==> config.mk <==
export PLATFORM = sky130hd
export DESIGN_NAME = fp_dispatch
export DESIGN_NICKNAME = d
export VERILOG_FILES = /design/src/rtl/fp_pkg.sv /design/src/rtl/fp_dispatch_wdog.sv /design/src/rtl/fp_dispatch.sv
export SDC_FILE = /design/constraint.sdc
export NUM_CORES = 1
export LEC_CHECK = 0
export ABC_AREA = 0
export CORE_ASPECT_RATIO = 0.5
export CORE_MARGIN = 2
export CORE_UTILIZATION = 35
export CTS_CLUSTER_SIZE = 24
export DETAILED_ROUTE_END_ITERATION = 8
export DONT_BUFFER_PORTS = 1
export PLACE_DENSITY = 0.56
export SLEW_MARGIN = 20
export SYNTH_ARGS = -nofsm -noshare
export SYNTH_HDL_FRONTEND = slang
export SYNTH_SLANG_ARGS = --single-unit
export TNS_END_PERCENT = 10
==> constraint.sdc <==
create_clock -name clk_i -period 1.98 [get_ports clk_i]
set_input_delay 0.495 -clock clk_i [delete_from_list [all_inputs] [get_ports clk_i]]
set_output_delay 0.495 -clock clk_i [all_outputs]
set_load 0.01 [all_outputs]
==> src/rtl/fp_pkg.sv <==
// Shared floating-point types: formats, rounding modes, operations, status flags,
// dispatch FSM states and per-format canonical NaN.
package fp_pkg;

  typedef enum logic [1:0] {FP32, FP64, FP16, FP16ALT} fp_format_e;

  typedef enum logic [2:0] {
    RNE = 3'b000,
    RTZ = 3'b001,
    RDN = 3'b010,
    RUP = 3'b011,
    RMM = 3'b100,
    DYN = 3'b111
  } roundmode_e;

  typedef enum logic [3:0] {
    FMADD, FNMSUB, ADD, MUL, DIV, SQRT, SGNJ, MINMAX,
    CMP, CLASSIFY, F2F, F2I, I2F, CPKAB, CPKCD
  } float_op_e;

  typedef struct packed {
    logic nv;
    logic dz;
    logic of;
    logic uf;
    logic nx;
  } status_t;

  typedef enum logic [1:0] {StIdle, StIssue, StWait, StResp} dispatch_state_e;

  localparam int unsigned MaxFpWidth = 64;

  function automatic int unsigned fp_width(fp_format_e fmt);
    case (fmt)
      FP32:    return 32;
      FP64:    return 64;
      default: return 16;
    endcase
  endfunction

  // Right-aligned in a MaxFpWidth word; callers truncate to their format width.
  function automatic logic [MaxFpWidth-1:0] canonical_nan(fp_format_e fmt);
    case (fmt)
      FP32:    return 64'h0000_0000_7FC0_0000;
      FP64:    return 64'h7FF8_0000_0000_0000;
      FP16:    return 64'h0000_0000_0000_7E00;
      default: return 64'h0000_0000_0000_7FC0;
    endcase
  endfunction

endpackage

==> src/rtl/fp_dispatch_wdog.sv <==
// Wait-state watchdog: start arms and zeroes the counter, clear disarms it;
// expired flags the final permitted cycle so a same-cycle FPU result can still win.
module fp_dispatch_wdog #(
  parameter int unsigned Limit = 64
) (
  input  logic clk,
  input  logic rst_n,
  input  logic start,
  input  logic clear,
  output logic expired
);

  localparam int unsigned CntW = $clog2(Limit + 1);

  logic [CntW-1:0] cnt_q;
  logic            run_q;

  always_ff @(posedge clk or negedge rst_n) begin
    if (!rst_n) begin
      cnt_q <= '0;
      run_q <= 1'b0;
    end else if (start) begin
      cnt_q <= '0;
      run_q <= 1'b1;
    end else if (clear) begin
      run_q <= 1'b0;
    end else if (run_q) begin
      cnt_q <= cnt_q + 1'b1;
    end
  end

  assign expired = run_q && (cnt_q == CntW'(Limit - 1));

endmodule

==> src/rtl/fp_dispatch.sv <==
// Single-outstanding dispatcher between a core FP request port and an FPU.
// Define FP_DISPATCH_TIMEOUT_EN to add a watchdog that answers a stalled FPU with a NaN error.
module fp_dispatch
  import fp_pkg::*;
#(
  parameter fp_format_e   FP_FORMAT      = FP32,
  parameter int unsigned  TAG_WIDTH      = 4,
  parameter int unsigned  TIMEOUT_CYCLES = 64,
  localparam int unsigned FP_WIDTH       = fp_width(FP_FORMAT)
) (
  input  logic                 clk_i,
  input  logic                 rst_i,
  input  logic                 req_valid_i,
  output logic                 req_ready_o,
  input  logic [FP_WIDTH-1:0]  req_a_i,
  input  logic [FP_WIDTH-1:0]  req_b_i,
  input  logic [FP_WIDTH-1:0]  req_c_i,
  input  roundmode_e           req_rnd_i,
  input  float_op_e            req_op_i,
  input  logic [1:0]           req_op_modify_i,
  input  logic [TAG_WIDTH-1:0] req_tag_i,
  output logic                 fpu_start_o,
  input  logic                 fpu_ready_i,
  output logic [FP_WIDTH-1:0]  fpu_a_o,
  output logic [FP_WIDTH-1:0]  fpu_b_o,
  output logic [FP_WIDTH-1:0]  fpu_c_o,
  output roundmode_e           fpu_rnd_o,
  output float_op_e            fpu_op_o,
  output logic [1:0]           fpu_op_modify_o,
  input  logic [FP_WIDTH-1:0]  fpu_result_i,
  input  logic                 fpu_valid_i,
  input  status_t              fpu_flags_i,
  output logic                 rsp_valid_o,
  input  logic                 rsp_ready_i,
  output logic [FP_WIDTH-1:0]  rsp_result_o,
  output status_t              rsp_flags_o,
  output logic [TAG_WIDTH-1:0] rsp_tag_o,
  output logic                 rsp_err_o,
  output status_t              fflags_o,
  input  logic                 fflags_clr_i
);

  dispatch_state_e      state_q;
  logic [FP_WIDTH-1:0]  a_q, b_q, c_q, result_q;
  roundmode_e           rnd_q;
  float_op_e            op_q;
  logic [1:0]           mod_q;
  logic [TAG_WIDTH-1:0] tag_q;
  status_t              flags_q, fflags_q;

  logic                 cap_en;
  logic [FP_WIDTH-1:0]  cap_result;
  status_t              cap_flags;

`ifdef FP_DISPATCH_TIMEOUT_EN
  localparam logic [FP_WIDTH-1:0] NanVal = FP_WIDTH'(canonical_nan(FP_FORMAT));

  logic wdog_expired;
  logic cap_err;
  logic err_q;

  fp_dispatch_wdog #(
    .Limit(TIMEOUT_CYCLES)
  ) u_wdog (
    .clk    (clk_i),
    .rst_n  (rst_i),
    .start  (state_q == StIssue && fpu_ready_i),
    .clear  (cap_en),
    .expired(wdog_expired)
  );
`else
  logic [31:0] unused_timeout;
  assign unused_timeout = TIMEOUT_CYCLES;
`endif

  // A real FPU result takes priority over the watchdog in the limit cycle.
  always_comb begin
    cap_en     = 1'b0;
    cap_result = fpu_result_i;
    cap_flags  = fpu_flags_i;
`ifdef FP_DISPATCH_TIMEOUT_EN
    cap_err    = 1'b0;
`endif
    if (state_q == StWait) begin
      if (fpu_valid_i) begin
        cap_en = 1'b1;
`ifdef FP_DISPATCH_TIMEOUT_EN
      end else if (wdog_expired) begin
        cap_en     = 1'b1;
        cap_result = NanVal;
        cap_flags  = '{nv: 1'b1, default: 1'b0};
        cap_err    = 1'b1;
`endif
      end
    end
  end

  always_ff @(posedge clk_i or negedge rst_i) begin
    if (!rst_i) begin
      state_q  <= StIdle;
      a_q      <= '0;
      b_q      <= '0;
      c_q      <= '0;
      rnd_q    <= RNE;
      op_q     <= FMADD;
      mod_q    <= '0;
      tag_q    <= '0;
      result_q <= '0;
      flags_q  <= '0;
      fflags_q <= '0;
`ifdef FP_DISPATCH_TIMEOUT_EN
      err_q    <= 1'b0;
`endif
    end else begin
      // Clear drops the old accrued flags but never the flags captured this cycle.
      if (cap_en) begin
        fflags_q <= (fflags_clr_i ? '0 : fflags_q) | cap_flags;
      end else if (fflags_clr_i) begin
        fflags_q <= '0;
      end
      unique case (state_q)
        StIdle: begin
          if (req_valid_i) begin
            a_q     <= req_a_i;
            b_q     <= req_b_i;
            c_q     <= req_c_i;
            rnd_q   <= req_rnd_i;
            op_q    <= req_op_i;
            mod_q   <= req_op_modify_i;
            tag_q   <= req_tag_i;
            state_q <= StIssue;
          end
        end
        StIssue: begin
          if (fpu_ready_i) state_q <= StWait;
        end
        StWait: begin
          if (cap_en) begin
            result_q <= cap_result;
            flags_q  <= cap_flags;
`ifdef FP_DISPATCH_TIMEOUT_EN
            err_q    <= cap_err;
`endif
            state_q  <= StResp;
          end
        end
        StResp: begin
          if (rsp_ready_i) state_q <= StIdle;
        end
      endcase
    end
  end

  assign req_ready_o     = (state_q == StIdle);
  assign fpu_start_o     = (state_q == StIssue) && fpu_ready_i;
  assign fpu_a_o         = a_q;
  assign fpu_b_o         = b_q;
  assign fpu_c_o         = c_q;
  assign fpu_rnd_o       = rnd_q;
  assign fpu_op_o        = op_q;
  assign fpu_op_modify_o = mod_q;
  assign rsp_valid_o     = (state_q == StResp);
  assign rsp_result_o    = result_q;
  assign rsp_flags_o     = flags_q;
  assign rsp_tag_o       = tag_q;
  assign fflags_o        = fflags_q;
`ifdef FP_DISPATCH_TIMEOUT_EN
  assign rsp_err_o       = err_q;
`else
  assign rsp_err_o       = 1'b0;
`endif

endmodule

Word-level counts from Yosys, hierarchy flattened
Index checks and enable logic that the tools add are counted.

cells by class
  add/subtract/negate cells = 0
  $mul = 0
  divide/modulo/power cells = 0
  $lt $le $gt $ge = 0
  equality and inequality tests = 7
  shift-type cells = 0
  muxes and demuxes = 9
  bitwise operators = 1
  reductions and logical operators = 5

operator list
  cell                                                   number
  2-to-1 mux 5 bit                                       2
  2-to-1 mux 2 bit                                       4
  one-hot mux 2 bit (4 select lines)                     1
  inequality test 2 bit, second input constant           3
  bitwise OR 5 bit                                       1
  == test 2 bit, second input constant                   2
  AND reduction 2 bit                                    2
  AND reduction 4 bit                                    1
  == test 2 x 1 -> 1 bit, second input constant          1
  zero test 2 bit                                        1
  2-to-1 mux 1 bit                                       2
  inequality test 2 x 1 -> 1 bit, second input constant  1
  logical AND 1 bit                                      1

word-level totals
  register bits = 153
  latch bits = 0
  bits in writable memories = 0
  ROM bits = 0
  input bits = 153
  output and inout port bits = 155
  memories kept = 0

Depth between registers and ports, before layout
  depth in word-level cells = 4
  mapped depth = 7
  depth with buffers taken out = 5

Worst setup path after synthesis
Ideal clock, no wire load.

  kind = flip-flop to flip-flop
  from = register state_q[0]
  to = register state_q[1]
  library setup time = 128 ps
  arrival = 1501 ps
  required time = 1852 ps
  slack = 351 ps
  cell stages (with the launch flop) = 6
  buffers on the path = 0
  period minus slack after synthesis = 1629 ps
  path through = dfrtp_1 -> inv_1 -> ha_1 -> nor2b_1 -> a2111oi_4 -> mux2_1

on the way
  elaborated cells on any way between the ends = 11

RTL lines
  item                             RTL line            text
  start: declaration               fp_dispatch.sv:43   dispatch_state_e state_q;
  start signal: assignment         fp_dispatch.sv:100  state_q <= StIdle;
  start signal: assignment         fp_dispatch.sv:131  state_q <= StIssue;
  start signal: assignment         fp_dispatch.sv:135  if (fpu_ready_i) state_q <= StWait;
  zero test 2 bit (*)              n/a
  named net req_ready_o            fp_dispatch.sv:14   output logic req_ready_o,
  inequality test 2 bit (no line)  n/a
  AND reduction 4 bit (no line)    n/a

The timed path passes the listed nets; every way through them passes the cells marked *.
A chain may end at the register's enable or synchronous reset.

Worst setup path in the final report
Same ends and word-level chain as after synthesis.

==> impl_metrics.yaml <==
sta:
  clock_skew_ps: 7.45
  hold_viol_final: 153
  setup_tns_ps: 0
  timing.fmax_mhz: 563
  fin_crit_ps: 1770
  rsz0062_at_grt: "false"
  final_min_period_over_clock_period_pct: 89.6
  finalHoldWorstSlack_ps: -218
  slew_violations: 0
  final-setup-viol-count: 0
final_layout:
  finish.net_count: 584
  diodes: 0
  drive_above_1_share_pct: 30.9
  synthToLayoutAreaGrowth_pct: 15.0
  post_layout_nonfiller_instances: 664
  area.sequential_um2: 3830
  multi_input_area_um2: 1840
  fillerInstances: 1513
worst_setup_path:
  worst-r2r-cell-count: 5
  timing.reg2reg.setup_slack_ps: 210
  critical_path_end_type: "register"
  arrival_ps: 2050
  worstReg2RegStart: "state_q[0]"
  crit_end: "state_q[1]"
  critPathLaunch: "state_q[0]"
  critPathMaxFanout: 4
  critical_path_class: "register to register"
  worstPathRequired_ps: 2260
  timing.critical_path.from_type: "register"
  rr_endpoint: "state_q[1]"
drt:
  route.detailed.vias_per_inst: 4.68
  wirelength_um: 12300
  dr.first_iter.drc_count: 151
  drc_errors: 0
  drt_pass1_iterations: 6
  detailroute.via_count: 3110
  route.antenna.remaining_nets: 0
  routed_wire_length_per_instance_um: 18.6
clock_network:
  clk_path_buf_depth: 2
  clkSlewWorstSetupHoldPaths_ps: 60
  cts_htree_levels: 4
  postCtsResizedCells: 0
  cts_setup_buffers: 0
  worst_skew_pair.late_latency_ps: 400
  cts_tree: "built"
  cts_buffers: 17
  sinks_on_clock_net: 153
  ctsRootBufferMaster: "sky130_fd_sc_hd__clkbuf_16"
outcome:
  outcome: "finished, violations left"
  failed_checks: "negative hold slack"
power_and_ir_drop:
  finalPower_w: 0.0124
  power.density_cell_area_nw_per_um2: 1870
  share_comb_of_total_power_pct: 19.6
  internal_power_w: 0.00834
  power.clock.fraction_pct: 28.0
  total_switching_power_w: 0.00411
  sw_frac_of_total_pct: 33.0
  peakVddDrop_v: 0.000714
  static-leakage-power_nw: 3.08
  sequentialPowerShare_pct: 52.4
grt:
  gr-usage-all-layers_pct: 13.4
  grt_pass1_vias: 3193
  grt_max_degree: 154
  grt_pass1_wl_um: 17800
  global_route.overflow_total: 0
  grt_antenna_before_repair: 0
floorplanning:
  die_area_um2: 17700
  die_h_um: 95.0
  core_area_um2: 16300
  floorplan.rows: 33
  floorplan.io_pins: 308
  die_width_um: 186
  start_util_pct: 35.6
logic_synthesis:
  post_synth_num_cell_types: 19
  synth.cells.most_frequent: "sky130_fd_sc_hd__dfrtp_1, sky130_fd_sc_hd__nand2_1, sky130_fd_sc_hd__mux2_2"
  synthArstFlopShare_pct: 100
  synth_most_common_cell: "sky130_fd_sc_hd__dfrtp_1"
  postSynthRegisterBits: 153
  synth_fp_nets: 580
  synth.avg_cell_area_um2: 13.7
  synthesis.instances: 422
  netlist.area_leader.share_pct: 66.0
  synth_largest_area_cell: "sky130_fd_sc_hd__dfrtp_1"
  dominantRegCellSynth: "sky130_fd_sc_hd__dfrtp_1"
  netlist_top_cells_area: "sky130_fd_sc_hd__dfrtp_1, sky130_fd_sc_hd__mux2_2, sky130_fd_sc_hd__nand2_1"
  syn_area_um2: 5800
  synth-edff-count: 0
  synth_sequential_area_ratio_pct: 66.0
  yosys_warning_total: 0
worst_hold_path:
  worstHoldPathType: "primary input to asynchronous set/reset pin"
job:
  max_cap_viol_count: 0
placement:
  buffer_ports.inserted: 0
  total_placed_cells_including_tap_cells: 634
  post_detailed_placement_half_perimeter_wirelength_um: 8690
  place_congestion: 0.695
## cells in the final DEF, fill, tap and decap left out, types with 2 or more instances in the layout
master,synthesis,routed
sky130_fd_sc_hd__clkbuf_16,0,17
sky130_fd_sc_hd__buf_12,0,2
sky130_fd_sc_hd__nor2b_1,2,2
sky130_fd_sc_hd__buf_4,2,2
sky130_fd_sc_hd__bufinv_16,0,5
sky130_fd_sc_hd__inv_1,8,8
sky130_fd_sc_hd__and2_1,2,2
sky130_fd_sc_hd__mux2_2,99,99
sky130_fd_sc_hd__nand2_1,112,112
sky130_fd_sc_hd__dfrtp_1,153,153
sky130_fd_sc_hd__clkinv_2,0,2
sky130_fd_sc_hd__clkinvlp_4,0,2
sky130_fd_sc_hd__clkinv_4,0,3
sky130_fd_sc_hd__mux2_1,11,11
sky130_fd_sc_hd__ha_1,5,5
sky130_fd_sc_hd__o21ai_0,5,5
## metrics by stage
step / util (%) / worst slack [ps] / hold WS (ps) / area (um2)
finish: 40.9 / 205 / -218 / 6670
CTS: 40.9 / 174 / -241 / 6670
floorplan: - / 351 / 199 / 5800
global placement: 37.0 / 248 / 202 / 6040
global route: 40.9 / 136 / -254 / 6670
detailed placement: 37.0 / 184 / 203 / 6040
## logic make-up after synthesis
kind of cell,after synthesis,share of synthesized area (%)
multiplexers,111,21.5
adder cells (fa/ha/maj),5,1.08
flip-flops,153,66.0
buffers and inverters,27,2.29
other,1,0.0647
AND/OR/NAND/NOR,119,8.09
AO/OA/AOI/OAI,6,0.906
## how the worst min path moves through the flow
stage	start	endpoint	depth (start not counted)	slack, ps
floorplan	rst_i	fflags_o[0]	0	200
global placement	rst_i	rsp_result_o[20]	0	200
detailed placement	rst_i	rsp_result_o[19]	0	200
CTS	rst_i	rsp_result_o[17]	0	-240
global route	rst_i	rsp_result_o[19]	0	-250
finish	rst_i	rsp_result_o[27]	0	-220
## registers in the layout, summed over array words and instances, names as in the netlist
signal	count
fpu_a_o	32
fpu_b_o	32
fpu_c_o	32
rsp_result_o	32
fflags_o	5
rsp_flags_o	5
fpu_op_o	4
rsp_tag_o	4
fpu_rnd_o	3
fpu_op_modify_o	2
state_q	2
## metal layers
metal,routed length [um],share of wire (%),track usage [%],up-vias
met2,6640,54,24.2,130
met5,0,0,0,-
met4,203,1.6,3.87,0
met1,4570,37,14.9,1571
met3,913,7.4,5.00,16
li1,-,-,-,1393
## area by class of cell
class / count / area share, %
timing repair buffer: 4 / 0.825
clock inverter: 12 / 3.02
tap: 227 / 4.26
sequential: 153 / 57.4
multi-input combinational: 242 / 27.6
inverter: 8 / 0.450
clock buffer: 18 / 6.43
## critical path, stage by stage (launching register included)
cell	delay, ps
sky130_fd_sc_hd__dfrtp_1	370
sky130_fd_sc_hd__inv_1	90
sky130_fd_sc_hd__ha_1	300
sky130_fd_sc_hd__nor2b_1	190
sky130_fd_sc_hd__a2111oi_4	340
sky130_fd_sc_hd__mux2_1	360
## power by group through the flow
stage | Clock (W) | Combinational (W) | Sequential, W
floorplan | 0 | 0.00215 | 0.00618
global placement | 0 | 0.00237 | 0.00661
detailed placement | 0 | 0.00250 | 0.00662
CTS | 0.00361 | 0.00250 | 0.00657
global route | 0.00376 | 0.00274 | 0.00672
finish | 0.00349 | 0.00244 | 0.00652
No activity file was read; power rests on OpenSTA's default activity.
